## src/rtl/hog_pkg.sv

```systemverilog
// Shared HOG constants and histogram packing helpers, common to the cell
// accumulator, the partial-histogram RAM and the block-normalisation stage.
package hog_pkg;

  localparam int NBIN    = 9;
  localparam int BIN_W   = 20;
  localparam int CELL_SZ = 8;
  localparam int HIST_W  = NBIN * BIN_W;

  typedef logic [BIN_W-1:0]  bin_t;
  typedef logic [HIST_W-1:0] hist_t;

  function automatic bin_t get_bin(input hist_t h, input int unsigned k);
    return h[k*BIN_W +: BIN_W];
  endfunction

endpackage

```

## src/rtl/hog_cell_hist_if.sv

```systemverilog
// Raster pixel stream feeding the cell-histogram accumulator (no backpressure).
interface hog_cell_hist_if #(
  parameter int MAG_W = 12
);
  logic             frame_start;
  logic             pix_valid;
  logic [3:0]       pix_bin;
  logic [MAG_W-1:0] pix_mag;

  modport master (output frame_start, output pix_valid, output pix_bin, output pix_mag);
  modport slave  (input  frame_start, input  pix_valid, input  pix_bin, input  pix_mag);
endinterface

```

## src/rtl/hist_vec_add.sv

```systemverilog
// NBIN-lane histogram adder; lanes with a clear enable pass i_a through.
module hist_vec_add
  import hog_pkg::*;
(
  input  hist_t            i_a,
  input  hist_t            i_b,
  input  logic [NBIN-1:0]  i_en,
  output hist_t            o_sum
);

  for (genvar k = 0; k < NBIN; k++) begin : g_lane
    assign o_sum[k*BIN_W +: BIN_W] = get_bin(i_a, k) + (i_en[k] ? get_bin(i_b, k) : {BIN_W{1'b0}});
  end

endmodule

```

## src/rtl/hog_cell_hist.sv

```systemverilog
// Sums 8x8 pixel cells into 9-bin histograms; per-cell-row partials are parked
// in an external dual-port RAM (port a write-back, port b prefetch).
module hog_cell_hist
  import hog_pkg::*;
#(
  parameter int MAG_W     = 12,
  parameter int ADDR_W    = 6,
  parameter int CELL_COLS = 40,
  parameter int CELL_ROWS = 30
)(
  input  logic                clk,
  input  logic                rst_n,
  hog_cell_hist_if.slave      pix,
  output logic                o_ram_we,
  output logic [ADDR_W-1:0]   o_ram_addr_a,
  output logic [ADDR_W-1:0]   o_ram_addr_b,
  output hist_t               o_ram_wdata,
  input  hist_t               i_ram_rdata,
  output logic                o_cell_valid,
  output hist_t               o_cell_hist,
  output logic [ADDR_W-1:0]   o_cell_col,
  output logic [ADDR_W-1:0]   o_cell_row
);

  localparam logic [2:0]        PX_LAST  = 3'(CELL_SZ - 1);
  localparam logic [ADDR_W-1:0] COL_LAST = ADDR_W'(CELL_COLS - 1);
  localparam logic [ADDR_W-1:0] ROW_LAST = ADDR_W'(CELL_ROWS - 1);

  logic [2:0]        r_px;
  logic [ADDR_W-1:0] r_seg_col;
  logic [2:0]        r_ric;
  logic [ADDR_W-1:0] r_cr;
  hist_t             r_local;

  logic [2:0]        w_px, w_px_n, w_ric, w_ric_n;
  logic [ADDR_W-1:0] w_seg_col, w_seg_col_n, w_cr, w_cr_n;
  hist_t             w_local, w_local_n, w_pix_vec, w_local_pix, w_sum;
  logic [NBIN-1:0]   w_pix_en, w_ram_en;
  logic              w_seg_end;

  // frame_start makes the coincident pixel the first of a fresh frame
  assign w_px      = pix.frame_start ? 3'd0 : r_px;
  assign w_seg_col = pix.frame_start ? {ADDR_W{1'b0}} : r_seg_col;
  assign w_ric     = pix.frame_start ? 3'd0 : r_ric;
  assign w_cr      = pix.frame_start ? {ADDR_W{1'b0}} : r_cr;
  assign w_local   = pix.frame_start ? {HIST_W{1'b0}} : r_local;

  assign w_pix_vec = {NBIN{{(BIN_W-MAG_W){1'b0}}, pix.pix_mag}};
  assign w_ram_en  = {NBIN{w_ric != 3'd0}};
  assign w_seg_end = pix.pix_valid && (w_px == PX_LAST);

  // one-hot lane select; out-of-range bins select nothing
  always_comb begin
    w_pix_en = {NBIN{1'b0}};
    for (int k = 0; k < NBIN; k++) begin
      w_pix_en[k] = pix.pix_valid && (pix.pix_bin == 4'(k));
    end
  end

  hist_vec_add u_add_pix (
    .i_a   (w_local),
    .i_b   (w_pix_vec),
    .i_en  (w_pix_en),
    .o_sum (w_local_pix)
  );

  hist_vec_add u_add_ram (
    .i_a   (w_local_pix),
    .i_b   (i_ram_rdata),
    .i_en  (w_ram_en),
    .o_sum (w_sum)
  );

  // Raster position counters and local segment accumulator next-state
  always_comb begin
    w_px_n      = w_px;
    w_seg_col_n = w_seg_col;
    w_ric_n     = w_ric;
    w_cr_n      = w_cr;
    w_local_n   = w_local;
    if (pix.pix_valid) begin
      w_px_n = w_px + 3'd1;
      if (w_seg_end) begin
        w_local_n = {HIST_W{1'b0}};
        if (w_seg_col == COL_LAST) begin
          w_seg_col_n = {ADDR_W{1'b0}};
          w_ric_n     = w_ric + 3'd1;
          if (w_ric == PX_LAST) begin
            w_cr_n = (w_cr == ROW_LAST) ? {ADDR_W{1'b0}} : w_cr + ADDR_W'(1);
          end else begin
            w_cr_n = w_cr;
          end
        end else begin
          w_seg_col_n = w_seg_col + ADDR_W'(1);
        end
      end else begin
        w_local_n = w_local_pix;
      end
    end else begin
      w_px_n = w_px;
    end
  end

  // Counter and accumulator state
  always_ff @(posedge clk or negedge rst_n) begin
    if (!rst_n) begin
      r_px      <= 3'd0;
      r_seg_col <= {ADDR_W{1'b0}};
      r_ric     <= 3'd0;
      r_cr      <= {ADDR_W{1'b0}};
      r_local   <= {HIST_W{1'b0}};
    end else begin
      r_px      <= w_px_n;
      r_seg_col <= w_seg_col_n;
      r_ric     <= w_ric_n;
      r_cr      <= w_cr_n;
      r_local   <= w_local_n;
    end
  end

  // Segment-end results: RAM write-back for inner rows, emission on the last
  always_ff @(posedge clk or negedge rst_n) begin
    if (!rst_n) begin
      o_ram_we     <= 1'b0;
      o_ram_addr_a <= {ADDR_W{1'b0}};
      o_ram_wdata  <= {HIST_W{1'b0}};
      o_cell_valid <= 1'b0;
      o_cell_hist  <= {HIST_W{1'b0}};
      o_cell_col   <= {ADDR_W{1'b0}};
      o_cell_row   <= {ADDR_W{1'b0}};
    end else begin
      o_ram_we     <= w_seg_end && (w_ric != PX_LAST);
      o_cell_valid <= w_seg_end && (w_ric == PX_LAST);
      if (w_seg_end && (w_ric != PX_LAST)) begin
        o_ram_addr_a <= w_seg_col;
        o_ram_wdata  <= w_sum;
      end
      if (w_seg_end && (w_ric == PX_LAST)) begin
        o_cell_hist <= w_sum;
        o_cell_col  <= w_seg_col;
        o_cell_row  <= w_cr;
      end
    end
  end

  // prefetch address is the live column register
  assign o_ram_addr_b = r_seg_col;

endmodule

```

## src/flat_wrapper.sv

```systemverilog
// flat-port wrapper written by rule: the top's interface ports become plain ports
module hog_cell_hist_flat import hog_pkg::*;
#(
  parameter int MAG_W     = 12,
  parameter int ADDR_W    = 6,
  parameter int CELL_COLS = 40,
  parameter int CELL_ROWS = 30
)
  (clk, rst_n, o_ram_we, o_ram_addr_a, o_ram_addr_b, o_ram_wdata, i_ram_rdata, o_cell_valid, o_cell_hist, o_cell_col, o_cell_row, pix_frame_start, pix_pix_valid, pix_pix_bin, pix_pix_mag);
  hog_cell_hist_if #(.MAG_W(MAG_W)) pix_i ();
  input  logic clk;
  input  logic rst_n;
  output logic o_ram_we;
  output logic [ADDR_W-1:0] o_ram_addr_a;
  output logic [ADDR_W-1:0] o_ram_addr_b;
  output hist_t o_ram_wdata;
  input  hist_t i_ram_rdata;
  output logic o_cell_valid;
  output hist_t o_cell_hist;
  output logic [ADDR_W-1:0] o_cell_col;
  output logic [ADDR_W-1:0] o_cell_row;
  input wire logic [$bits(pix_i.frame_start)-1:0] pix_frame_start;
  input wire logic [$bits(pix_i.pix_valid)-1:0] pix_pix_valid;
  input wire logic [$bits(pix_i.pix_bin)-1:0] pix_pix_bin;
  input wire logic [$bits(pix_i.pix_mag)-1:0] pix_pix_mag;
  assign pix_i.frame_start = pix_frame_start;
  assign pix_i.pix_valid = pix_pix_valid;
  assign pix_i.pix_bin = pix_pix_bin;
  assign pix_i.pix_mag = pix_pix_mag;
  hog_cell_hist #(.MAG_W(MAG_W), .ADDR_W(ADDR_W), .CELL_COLS(CELL_COLS), .CELL_ROWS(CELL_ROWS)) u_core (.clk(clk), .rst_n(rst_n), .pix(pix_i), .o_ram_we(o_ram_we), .o_ram_addr_a(o_ram_addr_a), .o_ram_addr_b(o_ram_addr_b), .o_ram_wdata(o_ram_wdata), .i_ram_rdata(i_ram_rdata), .o_cell_valid(o_cell_valid), .o_cell_hist(o_cell_hist), .o_cell_col(o_cell_col), .o_cell_row(o_cell_row));
endmodule
```

## config.mk

```make
export PLATFORM = sky130hd
export DESIGN_NAME = hog_cell_hist_flat
export DESIGN_NICKNAME = d
export VERILOG_FILES = /design/src/rtl/hog_pkg.sv /design/src/rtl/hog_cell_hist_if.sv /design/src/rtl/hist_vec_add.sv /design/src/rtl/hog_cell_hist.sv /design/src/flat_wrapper.sv
export SDC_FILE = /design/constraint.sdc
export NUM_CORES = 1
export LEC_CHECK = 0
export CAP_MARGIN = 20
export CORE_ASPECT_RATIO = 0.5
export CORE_MARGIN = 5
export CORE_UTILIZATION = 31
export CTS_CLUSTER_DIAMETER = 30
export DETAILED_ROUTE_END_ITERATION = 8
export PLACE_DENSITY_LB_ADDON = 0.25
export SLEW_MARGIN = 20
export SYNTH_ARGS = -nofsm -noshare
export SYNTH_HDL_FRONTEND = slang
export SYNTH_SLANG_ARGS = --single-unit
```

## constraint.sdc

```tcl
create_clock -name clk -period 4.7 [get_ports clk]
set_input_delay 0.94 -clock clk [delete_from_list [all_inputs] [get_ports clk]]
set_output_delay 0.94 -clock clk [all_outputs]
set_load 0.05 [all_outputs]
```

-- Word-level counts from Yosys, hierarchy flattened
Index checks and enable logic that the tools add are counted.
- bits in registers: 578
- output and inout bits: 386
- logic and storage cells: 98
- add/subtract/negate cells: 22
- equal/unequal tests: 13
- mux-type cells: 37
- reductions and logical operators: 14
- operators by type and width (operator ; count):
    2-to-1 mux 180 bit ; 3
    adder 20 bit ; 10
    2-to-1 mux 20 bit ; 9
    adder 20 x 12 -> 20 bit ; 8
    2-to-1 mux 12 bit ; 9
    2-to-1 mux 6 bit ; 10
    2-to-1 mux 3 bit ; 6
    equality test 4 x 3 -> 1 bit (second input constant) ; 4
    adder 6 x 1 -> 6 bit (second input constant) ; 2
    logical AND 1 bit ; 12
    equality test 4 x 2 -> 1 bit (second input constant) ; 2
    adder 3 x 1 -> 3 bit (second input constant) ; 2
    equality test 3 bit (second input constant) ; 2
    equality test 6 x 5 -> 1 bit (second input constant) ; 1
    equality test 6 bit (second input constant) ; 1
    equality test 4 x 1 -> 1 bit (second input constant) ; 1
    equality test 4 bit (second input constant) ; 1
    logical NOT 4 bit ; 1
    != test 3 bit (second input constant) ; 1
    nonzero test 3 bit ; 1

-- Longest topological paths before layout
- word-level depth: 7
- gate-level depth with buffers: 23
- depth with buffers taken out: 22

-- Modules after synthesis
Synthesis repeated with hierarchy kept, for this count alone.
- cells, all modules: 5135
- area, all modules: 42379.4 um^2
- modules (own cells, without submodules) (module ; instances ; cells an instance ; area an instance (um^2) ; seq. area each (um^2)):
    hog_cell_hist ; 1 ; 2485 ; 23430.0 ; 14463.9
    hist_vec_add (u_core.u_add_pix) ; 1 ; 1336 ; 9615.5 ; 0.0
    hist_vec_add (u_core.u_add_ram) ; 1 ; 1314 ; 9334.0 ; 0.0

-- Worst setup path after synthesis
OpenSTA, ideal clock, no wires.
- kind: input to register
- start: input port pix_frame_start
- end: register u_core.o_cell_hist[97]
- data arrival time: 5560 ps
- path slack: -993 ps
- cell stages on the path: 22
- path through: clkbuf_1 clkbuf_1 clkbuf_1 clkbuf_1 nor2b_1 ha_1 fa_1 a21o_1 a21oi_2 o21a_1 o21ai_2 o41ai_2 xor2_1 ha_1 and4_1 a21o_1 a311oi_1 a21oi_1 or3_1 a21oi_1 xor2_1 o21ai_0
- word-level cells in the longest chain between the ends: 4
- elaborated cells on any way between the ends: 11
- ends and longest elaborated chain (element ; line ; text):
    from (decl) ; flat_wrapper.sv:22 ; input wire logic [$bits(pix_i.frame_start)-1:0] pix_frame_start;
    branches (longest 4 deep; another with adder 20 x 12 -> 20 bit) ; -- ;
    to (signal assigned) ; hog_cell_hist.sv:128 ; o_cell_hist <= {HIST_W{1'b0}};
    to (signal assigned) ; hog_cell_hist.sv:139 ; o_cell_hist <= w_sum;
    to (decl) ; hog_cell_hist.sv:20 ; output hist_t o_cell_hist,
Several ways; the timed one is not identified.
A chain may end at the register's enable or synchronous reset.

-- Final worst setup path
- start: input port pix_pix_bin[1]
- end: register u_core.o_ram_wdata[39]
- word-level cells in the longest chain between the ends: 5
- ends and longest elaborated chain (element ; line ; text):
    from (decl) ; flat_wrapper.sv:24 ; input wire logic [$bits(pix_i.pix_bin)-1:0] pix_pix_bin;
    equality test 4 x 1 -> 1 bit ; hog_cell_hist.sv:56 ; w_pix_en[k] = pix.pix_valid && (pix.pix_bin == 4'(k));
    logical AND 1 bit ; hog_cell_hist.sv:56 ;
    2-to-1 mux 12 bit ; hist_vec_add.sv:12 ; assign o_sum[k*BIN_W +: BIN_W] = get_bin(i_a, k) + (i_en[k] ? get_bin(i_b, k) : {BIN_W{1'b0}});
    adder 20 x 12 -> 20 bit ; hist_vec_add.sv:12 ;
    adder 20 bit ; hist_vec_add.sv:12 ;
    to (signal assigned) ; hog_cell_hist.sv:126 ; o_ram_wdata <= {HIST_W{1'b0}};
    to (signal assigned) ; hog_cell_hist.sv:136 ; o_ram_wdata <= w_sum;
    to (decl) ; hog_cell_hist.sv:17 ; output hist_t o_ram_wdata,
Every way passes these cells.

==> metrics.txt <==
Seq/Total Area, Yosys 0.373; drc violations 0; CP Class in2reg; run status complete, no violations; total power roughly 15 mW; DR pass1 iterations 5; Worst R2R Setup Slack 0.46 ns; post-synthesis simple-gate area fraction 0.215; Slew @ Worst Pin between 0.9 and 1 ns; Required @ worst endpoint roughly 5.3 ns; Inst Count DP 7426; row cnt around 90; crit path max fanout 5; H-tree depth 3; syn nets between 4000 and 5000; internal power between 10 and 15 mW; Cells after Synth between 4000 and 5000; Post-Route WL 145000 um; area of the multi-input gates 0.0243 mm2; initial antenna violation count 33; combinational fraction of design power 0.054; Syn Area/Cell between 8 and 9 um2; routed len/inst roughly 19 um; CP arrival ~5.3 ns; Synth top cells by count nand2_1, dfrtp_1, o21ai_0; fin crit period 4.62 ns; fraction of registers with async set or reset after synthesis 1.00; number of flops mapped to enable cells by yosys 0; vias per std cell roughly 5; worst rel slew slack 0.372; post-synthesis mux area share 0.0149; clk sinks slightly below 600; P per Cell Area 248 mW/mm2; first-pass GRT wire length between 200000 and 250000 um; Final Max Slew Viols 0; die footprint around 0.13 mm2; setup violators final 0; CTS tree done; RSZ-0062 raised after global routing yes; fmax 217 MHz; die height roughly 260 um; io pins 586; Clock Skews around 0.032 ns; routed vias between 30000 and 40000; worst-skew pair later-pin latency approximately 0.74 ns; antenna-violating nets left 0; crit path launch type primary input; Switch Pwr about 3.7 mW; Hold WC Path Type in2async; Sequential cell area between 0.01 and 0.015 mm2; worst vdd ir between 0.0003 and 0.0004 V; CP Capture Type flip-flop; post-route insts no fill 7698; Filler cells 11547; Synth Flop Type dfrtp_1; Starting DRT DRC Count around 2300; leakage power around 28 nW; Nets 6426; switching share of power 0.253; Max-cap violations 0; post-synth top area share 0.373; fin crit share 0.982; # port buffers approximately 600; RD Place Congestion 0.903; Synth Area in Adders 0.108; #FFs+latches synth 578; Root Driver clkbuf_16; core box area roughly 0.12 mm2; xor and xnor area share after synthesis 0.0698; hold_buf cts 0; largest net degree at the start of global routing 177; vias in the first global route a little under 40000; top-count cell post-synth nand2_1; area grow syn2layout 52.4%; final setup TNS 0 ns; reg2reg path depth 19; cts bufs inserted around 120; synthesized area 0.0388 mm2; Netlist cell types 92; Synth warnings 0; worst r2r dst u_core.o_ram_wdata[39]; area leader, netlist dfrtp_1; Area contributors post-synth dfrtp_1, ha_1, nand2_1; Clock Tree Buf Depth 3; CTS clk-pin slew, worst paths ~0.05 ns; FF-to-FF Start u_core.r_local[20]; Initial Util 0.313; clock network power share 0.605; main combinational cell family by area after synthesis simple AND/OR/NAND/NOR gates; final hold viol count 0; DP HPWL ~110000 um; power share of the sequential group 0.341; compound-cell area share of the yosys netlist 0.191; GRT overflow 0; Die Wd 510 um; GRT Util Overall 0.212; layout cells sized above 1 0.245
[critical path, stage by stage]
cell and delay (ns):
clkbuf_2 0.17, buf_6 0.15, nor4_4 0.04, buf_4 0.16
and2_4 0.17, ha_4 0.16, fa_2 0.39, a21o_1 0.18
a21oi_2 0.17, o21ba_4 0.17, nor2_4 0.04, a211oi_2 0.23
o21bai_1 0.11, xor2_1 0.21, ha_1 0.28, a21o_1 0.19
a31o_1 0.21, a31oi_1 0.22, o211a_1 0.26, nor3_2 0.07
o31a_1 0.25, o32a_1 0.36, o21ai_1 0.14
[what timing repair did]
action                     4_1_cts  5_1_grt
gates resized for setup         32       99
gates cloned                     0        0
buffers inserted                13       18
pin swaps                       40       92
setup endpoints to repair       98      114
[power groups by stage]
stage | Clock (mW) | Combinational (mW) | Sequential, mW
finish | 8.88 | 0.787 | 5.01
global route | 9.34 | 0.854 | 5.00
CTS | 9.07 | 0.790 | 5.00
detailed placement | 0 | 0.782 | 5.09
global placement | 0 | 0.773 | 5.09
floorplan | 0 | 0.224 | 5.10
[metrics by stage]
step | worst slack, ns | utilization | cell area [um2] | hold WS [ns]
after detailed placement | -1.06 | 0.437 | 54100 | 0.455
after CTS | 0.00498 | 0.473 | 58500 | 0.258
after global placement | -1.01 | 0.437 | 54100 | 0.456
final | 0.0826 | 0.478 | 59100 | 0.215
after global routing | -0.0497 | 0.478 | 59100 | 0.257
after floorplan | -0.274 | - | 39500 | 0.495
[metal layers]
layer / vias up / wire length, um / part of all wire / track usage
li1: 18519 / - / - / -
met1: 18429 / 60800 / 0.42 / 0.258
met2: 751 / 71300 / 0.49 / 0.365
met3: 329 / 6310 / 0.043 / 0.0380
met4: 8 / 6670 / 0.046 / 0.0984
met5: - / 55 / 0.00038 / 0
[registers in the layout, indices dropped and copies added (netlist names)]
name	flops
u_core.o_ram_wdata	180
u_core.r_cr	6
u_core.o_cell_row	6
u_core.o_ram_we	1
u_core.r_local	180
u_core.o_cell_col	6
u_core.r_ric	3
u_core.o_ram_addr_a	6
u_core.o_cell_hist	180
u_core.r_px	3
u_core.o_ram_addr_b	6
u_core.o_cell_valid	1
[cells in the final DEF (no fill, tap or decap), types with 43 or more instances in the layout]
master,count
xor2_1,134
nor2b_1,124
xnor2_1,167
o21ai_0,352
a21oi_1,177
nand2b_1,90
inv_1,76
clkdlybuf4s50_1,574
clkbuf_16,120
nand2_1,601
o21a_1,43
buf_4,969
and2_1,287
dfrtp_1,578
a21o_1,72
nor3_1,65
a22o_1,99
o21ai_1,79
nor2_1,226
ha_1,288
nand3_1,78
[final cells by class]
type	count	share of cell area
Sequential cell	578	0.245
Clock buffer	132	0.0528
Inverter	82	0.00529
Timing Repair Buffer	1586	0.232
Clock inverter	93	0.0185
Multi-Input combinational cell	3536	0.411
Antenna cell	17	0.000720
Tap cell	1674	0.0354
[worst max-delay path by stage]
stage | from | to | slack (ns) | cells after the start
after floorplan | pix_pix_bin[2] | u_core.o_ram_wdata[179] | -0.27 | 20
after global placement | pix_pix_bin[0] | u_core.o_cell_hist[97] | -1.01 | 22
after detailed placement | pix_pix_bin[2] | u_core.o_cell_hist[17] | -1.06 | 21
after CTS | pix_pix_bin[1] | u_core.o_cell_hist[97] | 0.005 | 22
after global routing | pix_pix_bin[3] | u_core.o_ram_wdata[39] | -0.05 | 24
final | pix_pix_bin[1] | u_core.o_ram_wdata[39] | 0.08 | 23
[kinds of logic after synthesis]
group,Yosys count
AOI/OAI and AO/OA,1165
xor gates and xnor gates,309
adders and majority gates,324
buffers and inverters,282
DFF,578
muxes,54
and+or+nand+nor,1684
(Power assumes the default switching activity.)
